--- src/rtl/stopclock_ctrl.sv ---
// stopclock_ctrl: pushbutton front end and start/stop/clear/freeze FSM for a stopwatch.
// Define STOPCLOCK_CTRL_DEBOUNCE_EN to build the per-button debouncers; without it the
// synchronised button level is used directly as the stable level.
module stopclock_ctrl #(
    parameter int DEBOUNCE_CYCLES = 500000,
    parameter int CTR_W           = 20
) (
    input  logic       clk,
    input  logic       rst_n,
    input  logic       button0,
    input  logic       button1,
    input  logic       button2,
    output logic       run,
    output logic       clear,
    output logic       freeze,
    output logic [1:0] state
);
    typedef enum logic [1:0] {IDLE = 2'b00, RUN = 2'b01, STOP = 2'b10} state_t;

    state_t     state_r, state_n;
    logic       run_n, clear_n, freeze_n;
    logic [2:0] raw, sync1, sync2, stable, stable_d, press;

    assign raw   = {button2, button1, button0};
    assign press = stable_d & ~stable;
    assign state = state_r;

    // Two-flop synchroniser per button; idle level of an active-low button is 1.
    always_ff @(posedge clk or negedge rst_n) begin
        if (!rst_n) begin
            sync1 <= '1;
            sync2 <= '1;
        end else begin
            sync1 <= raw;
            sync2 <= sync1;
        end
    end

`ifdef STOPCLOCK_CTRL_DEBOUNCE_EN
    logic [CTR_W-1:0] cnt [3];

    // Stable level follows the synchronised level only after it has differed for DEBOUNCE_CYCLES cycles.
    always_ff @(posedge clk or negedge rst_n) begin
        if (!rst_n) begin
            for (int i = 0; i < 3; i++) cnt[i] <= '0;
            stable <= '1;
        end else begin
            for (int i = 0; i < 3; i++) begin
                if (sync2[i] == stable[i]) begin
                    cnt[i] <= '0;
                end else if (cnt[i] == CTR_W'(DEBOUNCE_CYCLES - 1)) begin
                    stable[i] <= sync2[i];
                    cnt[i]    <= '0;
                end else begin
                    cnt[i] <= cnt[i] + 1'b1;
                end
            end
        end
    end
`else
    assign stable = sync2;
`endif

    // Delayed stable level; a 1->0 step between the two is a press event.
    always_ff @(posedge clk or negedge rst_n) begin
        if (!rst_n) stable_d <= '1;
        else        stable_d <= stable;
    end

    // State and outputs are registered together so run/clear/freeze move on the same edge as state.
    always_ff @(posedge clk or negedge rst_n) begin
        if (!rst_n) begin
            state_r <= IDLE;
            run     <= 1'b0;
            clear   <= 1'b0;
            freeze  <= 1'b0;
        end else begin
            state_r <= state_n;
            run     <= run_n;
            clear   <= clear_n;
            freeze  <= freeze_n;
        end
    end

    // Clear beats start/stop; freeze toggles only outside IDLE and is dropped on entering IDLE.
    always_comb begin
        state_n  = state_r;
        clear_n  = 1'b0;
        if (press[1]) begin
            state_n = IDLE;
            clear_n = 1'b1;
        end else if (press[0]) begin
            state_n = (state_r == RUN) ? STOP : RUN;
        end
        run_n    = (state_n == RUN);
        freeze_n = (state_n == IDLE) ? 1'b0 :
                   (press[2] && state_r != IDLE) ? ~freeze : freeze;
    end
endmodule

--- config.mk ---
export PLATFORM = sky130hd
export DESIGN_NAME = stopclock_ctrl
export DESIGN_NICKNAME = d
export VERILOG_FILES = /design/src/rtl/stopclock_ctrl.sv
export SDC_FILE = /design/constraint.sdc
export NUM_CORES = 1
export LEC_CHECK = 0
export BUFFER_PORTS_ARGS = -buffer_cell sky130_fd_sc_hd__buf_2
export CORE_AREA = 2 2 39 41
export CTS_BUF_LIST = sky130_fd_sc_hd__clkbuf_8
export CTS_CLUSTER_DIAMETER = 30
export CTS_CLUSTER_SIZE = 14
export DETAILED_ROUTE_END_ITERATION = 10
export DIE_AREA = 0 0 41 43
export PLACE_DENSITY = 0.6
export SETUP_SLACK_MARGIN = 0.1
export SYNTH_ARGS = -nofsm -noshare
export SYNTH_HDL_FRONTEND = slang
export SYNTH_SLANG_ARGS = --single-unit
--- constraint.sdc ---
create_clock -name clk -period 1.85 [get_ports clk]
set_clock_uncertainty 0.2 [all_clocks]
set_input_delay 0.2775 -clock clk [delete_from_list [all_inputs] [get_ports clk]]
set_output_delay 0.2775 -clock clk [all_outputs]
set_load 0.1 [all_outputs]
== Yosys cells after proc, flatten, opt, wreduce, memory -nomap -nowiden ==
Cells that the tools add are included.

* Memories: 0
* Bits in latches: 0
* Input bits: 5
* ROM bits: 0
* Memory bits (writable): 0
* Bits in registers: 14

* $mul: 0
* Add/subtract/negate cells: 0
* Bitwise logic cells: 3
* Shifts and indexed selects: 0
* Div/mod/pow operators: 0
* Muxes and demuxes: 6
* Reduce and logical (&&, ||, !) cells: 4
* Equality and inequality tests: 2
* Order comparisons: 0

{| class="wikitable"
|+ Operators with widths
! operator !! count
|-
| 2-to-1 mux 2 bit || 3
|-
| equality test 2 x 1 -> 1 bit (second input constant) || 2
|-
| nonzero test 2 bit || 2
|-
| AND 3 bit || 1
|-
| 2-to-1 mux 1 bit || 3
|-
| inverter 3 bit || 1
|-
| zero test 2 bit || 1
|-
| logical AND 1 bit || 1
|-
| inverter 1 bit || 1
|}

== Longest topological paths before layout ==
* Depth in word-level cells: 6
* Gate-level depth with buffers: 3
* Mapped depth without buffers: 3

== Least setup slack after synthesis ==
No wires, ideal clock.

* Path kind: register to register
* From: register state_r[0], in the netlist state[0]
* To: register run
* Slack: 101 ps
* Arrival: 1420 ps
* Buffers on the path: 0
* Data required time: 1521 ps
* Setup time: 129 ps
* Stages on the path, launching flop included: 4
* Path through: dfrtp_1 nor2b_2 xnor2_1 nor2_1

* Word-level cells in the longest chain between the ends: 5

{| class="wikitable"
|+ RTL lines
! element !! RTL line !! RTL
|-
| from (decl) || 20 || <nowiki>state_t state_r, state_n;</nowiki>
|-
| from (signal assigned) || 78 || <nowiki>state_r <= state_n;</nowiki>
|-
| equality test 2 x 1 -> 1 bit || 93 || <nowiki>state_n = (state_r == RUN) ? STOP : RUN;</nowiki>
|-
| 2-to-1 mux 2 bit || 93 ||
|-
| 2-to-1 mux 2 bit * || 92 || <nowiki>end else if (press[0]) begin</nowiki>
|-
| 2-to-1 mux 2 bit * || 89 || <nowiki>if (press[1]) begin</nowiki>
|-
| equality test 2 x 1 -> 1 bit * || 95 || <nowiki>run_n = (state_n == RUN);</nowiki>
|-
| named net run_n || 21 || <nowiki>logic run_n, clear_n, freeze_n;</nowiki>
|-
| to (signal assigned) || 79 || <nowiki>run <= run_n;</nowiki>
|-
| to (decl) || 13 || <nowiki>output logic run,</nowiki>
|}

The timed path passes the listed nets; every way through them passes the cells marked *.
A chain may end at the register's enable or synchronous reset.

== Worst setup path in the final report ==
* From: register state_r[1], in the netlist state[1]
* To: output state[1]

{| class="wikitable"
|+ RTL lines
! element !! RTL line !! RTL
|-
| to (decl) || 16 || <nowiki>output logic [1:0] state</nowiki>
|}

No word-level cell between the ends.

==> metrics.cfg <==
[status]
outcome=completed

[drt]
drtAntennaViolNets=0
wl_per_cell_um=11.5
route.detailed.drc=0
vias=267
wl_um=699
via_per_inst=4.38
drt_iter0_drc=0
dr.pass1.iters=1

[synth]
synthTopCellsByArea=dfstp_2, dfrtp_1, nor2b_4, xnor2_1, a211oi_1
synth_edf_count=0
yosysWarnings=0
mappedNetlistArea_um2=469
synth_top_area_share_pct=50.4
synth_area_leader_cell=dfstp_2
syn_nets=33
ys_seq_area_share_pct=77.1
synth.distinct_cells=11
yosysMostFrequentCell=dfstp_2
async_flop_share_pct=100
synth_common_cells=dfstp_2, dfrtp_1, nor2_1
avgSynthCellArea_um2=16.8
syn_inst=28
synth_flop_cell=dfstp_2
synth_seq_cells=14

[sta]
worstMarginPinSlew_ns=0.486
finalSetupTns_ns=0
finalCritPeriodShare_pct=84.1
fmax_mhz=643
period_needed_ns=1.56
rsz0062_at_grt=no
max_slew_margin_pct=67.8
maxSlewViolCount=0
setup_viol=0
finalHoldViolCount=0

[layout]
utilization_pct=44.8
nNetsFinal=51
nFillCells=133
diodes=0
drive_above_1_share_pct=53.3
multi_input_area_um2=108
area_growth_pct=32.0
seq_area_um2=362

[worst_hold_path]
hold_path_class=reg2reg

[global_route]
grt_use_total_pct=11.5
grt-ovfl-total=0
grt_pass1_wl_um=1260
grt_max_degree=15
antenna_found_initial=0
grt_pass1_vias=328

[power_and_ir_drop]
p_per_area_nw_per_um2=1280
p_leak_nw=0.282
irDropWorstVdd_mv=0.450
internal_power_uw=528
p_clk_share_pct=30.2
seq_power_share_pct=45.2
netSwitchingPower_uw=262
p_sw_share_pct=33.1
power_frac_comb_pct=24.6

[clock_tree]
cts_resized=0
cts_tree=yes
clkSinkCount=14
clock-root-buffer=clkbuf_8
insertion_delay_ns=0.24
cts_buffers=3
htreeDepth=1
clock_path_buffers=2
clk_pin_slew_ns=0.06

[flow_run]
maxCapViolCount=0

[critical_path]
crit_required_ns=1.37
slowest_stage=buf_2
crit_chain=buf_2
end_kind=output port
critPathBufInv=1
critPathMaxFanout=4
slowest_delay_ns=0.45
worstPathArrival_ns=1.08
worstSetupPathType=reg2out
cp-start-kind=register
crit_family=buffers and inverters

[die]
initial_utilization_pct=33.9
core_area_um2=1380
fp.dieW_um=41
die_h_um=43
die-area_um2=1760
num_io_pins=10
rows=14

[placement]
gp_congestion=0.632
io_buffer_count=9

## flip-flops by register name, indices dropped and copies added (netlist names)
signal and flops:
clear 1, freeze 1, run 1, stable 3
stable_d 3, state 2, sync1 3
## layout by cell type (no fill, tap or decap)
cell           count
buf_2              9
dfstp_2            9
dfrtp_1            5
dlygate4sd3_1      4
nor2_1             3
clkbuf_8           3
nor2b_4            2
a211oi_1           2
xnor2_1            2
nor2b_1            1
nor2b_2            1
mux2i_1            1
or2_1              1
a21oi_1            1
inv_1              1
## metrics by stage
stage / worst slack (ns) / instance area, um^2 / hold WS (ns) / power (mW) / std cells
after floorplan: 0.101 / 469 / -0.218 / 0.513 / 28
after global placement: 0.574 / 534 / -0.0331 / 0.544 / 53
after detailed placement: 0.536 / 534 / -0.0191 / 0.552 / 53
after CTS: 0.280 / 619 / 0.150 / 0.807 / 61
after global routing: 0.254 / 619 / 0.157 / 0.837 / 61
final: 0.294 / 619 / 0.152 / 0.790 / 61
## cells by family after synthesis
family          synth area share [%]
simple gates                    12.8
flops                           77.1
xor+xnor                        3.73
compound gates                  4.26
mux                             2.13
## final timing paths
check	from	end	slack [ns]	cells after the start
max in group asynchronous	rst_n	stable_d[2]$_DFF_PN1_	0.91	2
setup / recovery	state[1]$_DFF_PN0_	state[1]	0.29	1
setup reg to reg	stable_d[0]$_DFF_PN1_	state[1]$_DFF_PN0_	0.54	3
hold / removal	sync1[2]$_DFF_PN1_	stable[2]$_DFF_PN1_	0.15	0
min in group asynchronous	rst_n	state[0]$_DFF_PN0_	0.25	2
hold reg to reg	sync1[2]$_DFF_PN1_	stable[2]$_DFF_PN1_	0.15	0
## area by class of cell
type | instances | area share, %
flip-flops and latches | 14 | 58.4
multi-input cells | 14 | 17.4
clock inverters | 1 | 0.606
clock buffers | 3 | 6.67
well taps | 16 | 3.23
repair buffers | 13 | 13.7
## power groups by stage
stage | registers (mW) | logic [mW] | clock network [mW]
5_1_grt | 0.359 | 0.203 | 0.274
4_1_cts | 0.358 | 0.197 | 0.253
2_1_floorplan | 0.475 | 0.0372 | 0
6_report | 0.357 | 0.194 | 0.239
3_3_place_gp | 0.359 | 0.185 | 0
3_5_place_dp | 0.362 | 0.190 | 0
## repair_timing
item                                   CTS  global route
setup buffers                            0             0
hold buffers                             4             0
endpoints found under the hold margin   17             0
## per-layer routing
layer | wire [um] | part of all wire, % | global-route usage [%]
met5 | 0 | 0 | 0
met4 | 0 | 0 | 10.0
met3 | 39 | 5.6 | 3.14
met2 | 397 | 57 | 20.0
met1 | 262 | 37 | 9.38
Power figures use the tool's default switching activity.
